<file path="config.mk">
export PLATFORM = sky130hd
export DESIGN_NAME = motor_guard
export DESIGN_NICKNAME = d
export VERILOG_FILES = /design/src/rtl/motor_guard_pkg.sv /design/src/rtl/oc_channel.sv /design/src/rtl/motor_guard.sv
export SDC_FILE = /design/constraint.sdc
export NUM_CORES = 1
export LEC_CHECK = 0
export ABC_CLOCK_PERIOD_IN_PS = 3100
export BUFFER_PORTS_ARGS = -buffer_cell sky130_fd_sc_hd__clkbuf_2
export CELL_PAD_IN_SITES_DETAIL_PLACEMENT = 1
export CELL_PAD_IN_SITES_GLOBAL_PLACEMENT = 1
export CORE_MARGIN = 3
export CORE_UTILIZATION = 47
export DETAILED_ROUTE_END_ITERATION = 8
export PLACE_DENSITY = 0.88
export SETUP_SLACK_MARGIN = 0.5
export SLEW_MARGIN = 30
export SYNTH_ARGS = -nofsm -noshare
export SYNTH_HDL_FRONTEND = slang
export SYNTH_HIERARCHICAL = 1
export SYNTH_SLANG_ARGS = --single-unit
</file>
<file path="constraint.sdc">
create_clock -name CLK100MHZ -period 3.1 [get_ports CLK100MHZ]
set_input_delay 0.155 -clock CLK100MHZ [delete_from_list [all_inputs] [get_ports CLK100MHZ]]
set_output_delay 0.155 -clock CLK100MHZ [all_outputs]
set_load 0.01 [all_outputs]
</file>
<file path="src/rtl/motor_guard_pkg.sv">
// Shared definitions for motor_guard: channel state encoding and status field widths.
package motor_guard_pkg;

  localparam int STATE_W = 2;
  localparam int TRIPS_W = 3;

  typedef enum logic [STATE_W-1:0] {
    ST_RUN  = 2'd0,
    ST_TRIP = 2'd1,
    ST_COOL = 2'd2,
    ST_LOCK = 2'd3
  } chan_state_e;

endpackage

</file>
<file path="src/rtl/oc_channel.sv">
// One guarded H-bridge channel: OC synchroniser, debounce, trip/cooldown/lockout FSM and EN gate.
module oc_channel
  import motor_guard_pkg::*;
#(
  parameter int DEBOUNCE_CYC = 1000,
  parameter int COOLDOWN_CYC = 50_000_000,
  parameter int MAX_RETRY    = 3
) (
  input  logic               i_clk,
  input  logic               i_rst_n,
  input  logic               i_pwm,
  input  logic               i_oc,
  input  logic               i_clearFault,
  output logic               o_en,
  output logic [STATE_W-1:0] o_state,
  output logic [TRIPS_W-1:0] o_trips,
  output logic               o_lockNext
);

  localparam int DB_W = $clog2(DEBOUNCE_CYC + 1);
  localparam int CD_W = $clog2(COOLDOWN_CYC + 1);
  localparam logic [DB_W-1:0]    DB_MAX     = DB_W'(DEBOUNCE_CYC);
  localparam logic [CD_W-1:0]    CD_RELOAD  = CD_W'(COOLDOWN_CYC - 1);
  localparam logic [TRIPS_W-1:0] TRIP_LIMIT = TRIPS_W'(MAX_RETRY);

  logic               r_sync1;
  logic               r_sync2;
  logic [DB_W-1:0]    r_dbCnt;
  logic               w_ocValid;
  chan_state_e        r_state;
  chan_state_e        w_stateNext;
  logic [TRIPS_W-1:0] r_trips;
  logic [TRIPS_W-1:0] w_tripsNext;
  logic [TRIPS_W-1:0] w_tripsInc;
  logic [CD_W-1:0]    r_cool;
  logic [CD_W-1:0]    w_coolNext;
  logic               r_en;

  always_ff @(posedge i_clk) begin
    if (!i_rst_n) begin
      r_sync1 <= 1'b0;
      r_sync2 <= 1'b0;
      r_dbCnt <= '0;
    end else begin
      r_sync1 <= i_oc;
      r_sync2 <= r_sync1;
      if (!r_sync2) begin
        r_dbCnt <= '0;
      end else if (r_dbCnt != DB_MAX) begin
        r_dbCnt <= r_dbCnt + 1'b1;
      end
    end
  end

  assign w_ocValid  = (r_dbCnt == DB_MAX);
  assign w_tripsInc = r_trips + 1'b1;

  always_comb begin
    w_stateNext = r_state;
    w_tripsNext = r_trips;
    w_coolNext  = r_cool;
    case (r_state)
      ST_RUN: begin
        if (w_ocValid) begin
          w_stateNext = ST_TRIP;
        end else if (i_clearFault) begin
          w_tripsNext = '0;
        end
      end
      ST_TRIP: begin
        w_tripsNext = w_tripsInc;
        if (w_tripsInc == TRIP_LIMIT) begin
          w_stateNext = ST_LOCK;
        end else begin
          w_stateNext = ST_COOL;
          w_coolNext  = CD_RELOAD;
        end
      end
      ST_COOL: begin
        if (r_cool == '0) begin
          w_stateNext = w_ocValid ? ST_TRIP : ST_RUN;
        end else begin
          w_coolNext = r_cool - 1'b1;
        end
      end
      ST_LOCK: begin
        if (i_clearFault) begin
          w_tripsNext = '0;
          w_stateNext = ST_COOL;
          w_coolNext  = CD_RELOAD;
        end
      end
      default: w_stateNext = ST_RUN;
    endcase
  end

  // EN follows the next state so a trip blanks the output on the same edge it is taken.
  always_ff @(posedge i_clk) begin
    if (!i_rst_n) begin
      r_state <= ST_RUN;
      r_trips <= '0;
      r_cool  <= '0;
      r_en    <= 1'b0;
    end else begin
      r_state <= w_stateNext;
      r_trips <= w_tripsNext;
      r_cool  <= w_coolNext;
      r_en    <= (w_stateNext == ST_RUN) && i_pwm;
    end
  end

  assign o_en       = r_en;
  assign o_state    = r_state;
  assign o_trips    = r_trips;
  assign o_lockNext = (w_stateNext == ST_LOCK);

endmodule

</file>
<file path="src/rtl/motor_guard.sv">
// Dual-channel H-bridge enable guard: shared PWM generator feeding two independent OC-protected channels.
module motor_guard
  import motor_guard_pkg::*;
#(
  parameter int PWM_BITS     = 8,
  parameter int PRESCALE     = 16,
  parameter int DEBOUNCE_CYC = 1000,
  parameter int COOLDOWN_CYC = 50_000_000,
  parameter int MAX_RETRY    = 3
) (
  input  logic                CLK100MHZ,
  input  logic                rst_n,
  input  logic [PWM_BITS-1:0] duty_a,
  input  logic [PWM_BITS-1:0] duty_b,
  input  logic                OCA,
  input  logic                OCB,
  input  logic                clear_fault,
  output logic                ENA,
  output logic                ENB,
  output logic [STATE_W-1:0]  state_a,
  output logic [STATE_W-1:0]  state_b,
  output logic [TRIPS_W-1:0]  trips_a,
  output logic [TRIPS_W-1:0]  trips_b,
  output logic                fault
);

  localparam int PS_W = (PRESCALE > 1) ? $clog2(PRESCALE) : 1;
  localparam logic [PS_W-1:0] PS_LAST = PS_W'(PRESCALE - 1);

  logic [PS_W-1:0]     r_presc;
  logic [PWM_BITS-1:0] r_pwmCnt;
  logic                r_fault;
  logic                w_tick;
  logic                w_pwmA;
  logic                w_pwmB;
  logic                w_lockNextA;
  logic                w_lockNextB;

  assign w_tick = (r_presc == PS_LAST);

  // The PWM counter wraps naturally at 2^PWM_BITS; with PRESCALE=1 it steps every clock.
  always_ff @(posedge CLK100MHZ) begin
    if (!rst_n) begin
      r_presc  <= '0;
      r_pwmCnt <= '0;
      r_fault  <= 1'b0;
    end else begin
      r_presc <= w_tick ? '0 : r_presc + 1'b1;
      if (w_tick) begin
        r_pwmCnt <= r_pwmCnt + 1'b1;
      end
      r_fault <= w_lockNextA | w_lockNextB;
    end
  end

  assign w_pwmA = (r_pwmCnt < duty_a);
  assign w_pwmB = (r_pwmCnt < duty_b);
  assign fault  = r_fault;

  oc_channel #(
    .DEBOUNCE_CYC(DEBOUNCE_CYC),
    .COOLDOWN_CYC(COOLDOWN_CYC),
    .MAX_RETRY   (MAX_RETRY)
  ) u_chanA (
    .i_clk       (CLK100MHZ),
    .i_rst_n     (rst_n),
    .i_pwm       (w_pwmA),
    .i_oc        (OCA),
    .i_clearFault(clear_fault),
    .o_en        (ENA),
    .o_state     (state_a),
    .o_trips     (trips_a),
    .o_lockNext  (w_lockNextA)
  );

  oc_channel #(
    .DEBOUNCE_CYC(DEBOUNCE_CYC),
    .COOLDOWN_CYC(COOLDOWN_CYC),
    .MAX_RETRY   (MAX_RETRY)
  ) u_chanB (
    .i_clk       (CLK100MHZ),
    .i_rst_n     (rst_n),
    .i_pwm       (w_pwmB),
    .i_oc        (OCB),
    .i_clearFault(clear_fault),
    .o_en        (ENB),
    .o_state     (state_b),
    .o_trips     (trips_b),
    .o_lockNext  (w_lockNextB)
  );

endmodule
</file>
## Word level (Yosys, flattened, before mapping)

Index checks and enable logic that the tools add are counted.

| storage, ports and cells | value |
|---|---|
| output and inout port bits | 13 |
| word-level logic and storage cells | 96 |
| flip-flop bits (word level) | 101 |

| cells by class | value |
|---|---|
| reductions and logical operators | 19 |
| equal/unequal tests | 23 |
| muxes and demuxes | 25 |
| $add $sub $neg | 8 |
| bitwise operators | 2 |
| order comparisons | 2 |

Operator list:

| kind | count |
|---|---|
| case mux 26 bit (3 select lines) | 2 |
| 2-to-1 mux 26 bit | 5 |
| logical NOT 26 bit | 2 |
| subtractor 26 x 1 -> 26 bit (second input constant) | 2 |
| adder 10 x 1 -> 10 bit (second input constant) | 2 |
| == test 10 bit (second input constant) | 2 |
| != test 10 bit (second input constant) | 2 |
| case mux 3 bit (3 select lines) | 2 |
| less-than comparator 8 bit | 2 |
| != test 2 bit (second input constant) | 8 |
| case mux 2 bit (4 select lines) | 2 |
| == test 2 bit (second input constant) | 6 |
| 2-to-1 mux 2 bit | 6 |
| 2-to-1 mux 3 bit | 4 |
| nonzero test 3 bit | 4 |
| adder 8 x 1 -> 8 bit (second input constant) | 1 |
| logical NOT 2 bit | 4 |
| AND reduction 2 bit | 4 |
| AND reduction 4 bit | 2 |
| adder 3 x 1 -> 3 bit (second input constant) | 2 |
| == test 3 x 2 -> 1 bit (second input constant) | 2 |
| adder 4 x 1 -> 4 bit (second input constant) | 1 |
| == test 2 x 1 -> 1 bit (second input constant) | 2 |
| == test 4 bit (second input constant) | 1 |
| 5 further kinds | 9 |

## Depth between registers and ports, before layout

| logic depth | value |
|---|---|
| word-level depth | 6 |
| depth in mapped cells | 9 |
| mapped depth without buffers | 8 |

## Hierarchy

Netlist, hierarchy kept.

Modules (own cells, without submodules):

| module | instances | cells each | area an instance (sq um) |
|---|---|---|---|
| oc_channel at u_chanA | 1 | 264 | 2364.8 |
| oc_channel at u_chanB | 1 | 244 | 2188.3 |
| motor_guard | 1 | 101 | 900.9 |

## Worst setup path after synthesis

Ideal clock, no wire load.

| timing path | value |
|---|---|
| path type | flip-flop to flip-flop |
| start point | register u_chanB.r_cool[0] |
| end point | register u_chanB.r_cool[13] |
| clock period less this slack | 2288 ps |
| setup time | 119 ps |
| slack | 812 ps |
| buffers on the path | 1 |
| arrival time | 2169 ps |
| cell stages (with the launch flop) | 9 |
| cells stage by stage | dfxtp_1 > inv_1 > ha_1 > or4b_1 > or4_1 > buf_2 > o21ai_2 > a21oi_1 > o221a_2 |

| between the ends | value |
|---|---|
| longest elaborated chain between the ends | 3 |

RTL lines:

| element | line | RTL |
|---|---|---|
| start, declared | oc_channel.sv:35 | `logic [CD_W-1:0] r_cool;` |
| start signal, assigned | oc_channel.sv:107 | `r_cool <= w_coolNext;` |
| subtractor 26 x 1 -> 26 bit or logical NOT 26 bit (tied branches) | oc_channel.sv:83, oc_channel.sv:80 |  |
| 2-to-1 mux 26 bit or != test 2 bit (tied branches) | - |  |
| case mux 26 bit (3 select lines) or AND reduction 4 bit (tied branches) | - |  |

Several ways; a longest one is shown, not always the timed one. The select of a mux whose other input is x is not followed.
A chain may end at the register's enable or synchronous reset.

## Worst setup path after layout

| timing path | value |
|---|---|
| start point | register u_chanB.r_cool[0] |
| end point | register u_chanB.r_cool[15] |

Same word-level chain as after synthesis.

==> flow_summary.toml <==
[routing]
drt_iter0_markers = 200
post_drt_wl_per_cell_um = 17.8
final_antenna_net_count = 0
wirelength_mm = 14.0
first_pass_iters = 4
vias_per_cell = 5.97
vias = 4693
drc = 0

[cells_and_area]
area_delta_synth_final_pct = 11.8
nNetsFinal = 694
multi_input_area_um2 = 3260
drive_above_1_share_pct = 14.9
post-route-util_pct = 55.0
stdcell_count = 786
final_area_um2 = 6100
regArea_um2 = 2020
fill_cells = 1294
diodes = 0

[logic_synthesis]
syn_inst = 609
synth_nets = 661
ys_top_cells_by_count = "101 x dfxtp_1, 58 x nor2_1, 35 x nand2_1, 33 x inv_1, 31 x ha_1"
synth_seq_area_share_pct = 37.1
synth-simple-area-share_pct = 25.7
avgSynthCellArea_um2 = 8.96
syn_area_um2 = 5450
yosysTopAreaCellShare_pct = 37.1
yosys_warnings = 6
synth_top_family_by_area = "simple AND/OR/NAND/NOR gates"
synth_compound_area_share_pct = 17.5
synth_xor_area_share_pct = 7.71
ys.flop_type = "dfxtp_1"
muxShareOfSynthArea_pct = 0.964
synth_largest_area_cell = "dfxtp_1"
yosysMostFrequentCell = "dfxtp_1"
synth.area.top_cells = "dfxtp_1 37%, ha_1 7.1%, xnor2_1 4.3%"
yosysUniqueCellTypes = 77
synthArstFlopShare_pct = 0
synth_fa_ha_area_share_pct = 7.11
synth_edf_count = 0
yosys_register_bits = 101

[floorplanning]
ios = 34
die_h_um = 114
die_w_um = 114
core-area_um2 = 11100
initial_utilization_pct = 49.2
rows = 38
die_area_um2 = 12900

[sta]
final-setup-viol-count = 0
rsz0062_at_grt = "false"
slew_headroom_pct = 41.7
setup_ws_ns = 0.622
tightest_slew_ns = 0.872
final.min_clock_period_ns = 2.48
max_clock_freq_mhz = 404
skew_ns = 0.00951
slew_viol_final = 0
setup-tns-final_ns = 0
finalCritPeriodShare_pct = 79.9
final-hold-violation-count = 0

[worst_setup_path]
startpoint_type = "flop"
worstReg2RegStart = "u_chanB/r_cool[0]"
worst-setup-path-type = "reg2reg"
end_kind = "flop"
regToRegEndpoint = "u_chanB/r_cool[15]"
rr_worst_depth = 7
worstPathMaxFanout = 6
cp.arrival_ns = 2.72
rrSetupSlack_ns = 0.62
required_ns = 3.34

[cts]
cts_buffers = 9
clockBufferDepth = 2
clk_latency_ns = 0.35
h-tree-depth = 3
path_clk_slew_ns = 0.07
tritoncts = "done"
clock_sinks = 101
cts_root_buffer = "clkbuf_16"
ctsHoldBuffers = 0

[place]
place_hpwl_mm = 9.72
gp_congestion = 0.864
io_buffers = 33
pre_cts_slack_ns = 0.445
numPlacedInstances = 769
place_area_um2 = 5760

[flow_run]
maxCapViolations = 0

[run_status]
outcome = "finished clean"

[grt]
grt_pass1_wl_mm = 23.7
antenna_found_initial = 0
grt_start_max_net_pins = 37
grt_usage_pct = 22.4
first_global_vias = 5006
grt_remaining_overflow = 0

[worst_hold_path]
min_from = "OCA"
min_to = "u_chanA/r_sync1"
min_path_cells = 2
hold_class = "in2reg"

[pwr]
ir_drop_uv = 490
p_per_area_nw_per_um2 = 404
p_leak_nw = 2.46
## layer usage
layer / wire (um) / track usage, % / vias up
li1: - / - / 2296
met1: 5900 / 25.4 / 2317
met2: 7410 / 41.4 / 67
met3: 485 / 5.20 / 13
met4: 180 / 6.81 / 0
met5: 0 / 0 / -
## cells in the final DEF (no fill, tap or decap), types with 6 or more instances in the layout
cell type,synthesis,routed
nor4_1,14,14
a31oi_1,8,8
o31a_1,11,11
o211ai_1,6,6
buf_4,1,9
nand2_1,35,35
dfxtp_1,101,101
inv_1,33,33
xnor2_1,27,27
nand3_1,14,14
o21a_1,11,10
nor2_1,58,58
nand4_1,10,10
o21ai_0,10,10
a211oi_1,6,6
or3_1,13,13
and2_1,16,16
ha_1,31,31
o31ai_1,9,9
or4_1,13,12
nor3_1,14,14
and3_1,9,9
xor2_1,21,21
a21oi_1,27,27
clkbuf_16,0,9
clkbuf_2,0,33
## repair_timing
| action | CTS | global route |
|---|---|---|
| cloned | 0 | 0 |
| gates resized for setup | 3 | 5 |
| setup buffers | 0 | 2 |
| pin swaps | 0 | 1 |
| setup endpoints to repair | 8 | 26 |
## cells by family after synthesis
kind of cell | Yosys count
AND/OR/NAND/NOR | 240
XOR/XNOR | 48
multiplexers | 5
buffers and inverters | 54
AO/OA/AOI/OAI | 130
flip-flops | 101
adder cells (fa/ha/maj) | 31
## through the flow
stage	total power [mW]	hold slack, ns
finish	2.46	0.0153
global route	2.55	0.0130
CTS	2.49	0.00560
detailed placement	1.41	0.371
global placement	1.41	0.367
floorplan	1.38	0.282
## flip-flops by register name, summed over array words and instances (netlist names)
name             flops
fault                1
u_chanB/r_sync2      1
r_pwmCnt             8
u_chanA/o_en         1
u_chanB/o_en         1
u_chanA/r_dbCnt     10
u_chanA/r_sync1      1
u_chanA/r_sync2      1
u_chanB/o_state      2
u_chanA/o_state      2
u_chanB/o_trips      3
u_chanB/r_dbCnt     10
u_chanB/r_cool      26
r_presc              4
u_chanA/o_trips      3
u_chanB/r_sync1      1
u_chanA/r_cool      26
## critical path, cell delays in order, from the launching register on
cell	delay (ns)
dfxtp_1	0.35
inv_1	0.09
ha_1	0.21
or4b_4	0.53
or4_4	0.57
o21ai_2	0.25
a21oi_1	0.09
o221a_2	0.28
## power by group
part / internal, mW / total (mW) / switching, mW
clock network: 0.606 / 1.08 / 0.475
logic: 0.0280 / 0.0713 / 0.0433
registers: 1.31 / 1.31 / 0.00608
total: 1.94 / 2.46 / 0.525
## worst max-delay path by stage
stage / from / end
floorplan: u_chanB/r_cool[0] / u_chanB/r_cool[13]
CTS: u_chanA/o_state[0] / u_chanA/r_cool[3]
finish: u_chanB/r_cool[0] / u_chanB/r_cool[15]
global placement: u_chanA/o_state[0] / u_chanA/r_cool[21]
detailed placement: u_chanA/o_state[0] / u_chanA/r_cool[21]
global route: u_chanA/o_state[0] / u_chanA/r_cool[21]
## final cells by class
cell class,count,share of cell area [%]
timing repair buffer,42,3.82
inverter,34,2.09
sequential,101,33.2
clock inverter,1,0.0821
multi-input combinational,454,53.5
clock buffer,14,4.50
tap,140,2.87
No activity file was read; power rests on OpenSTA's default activity.
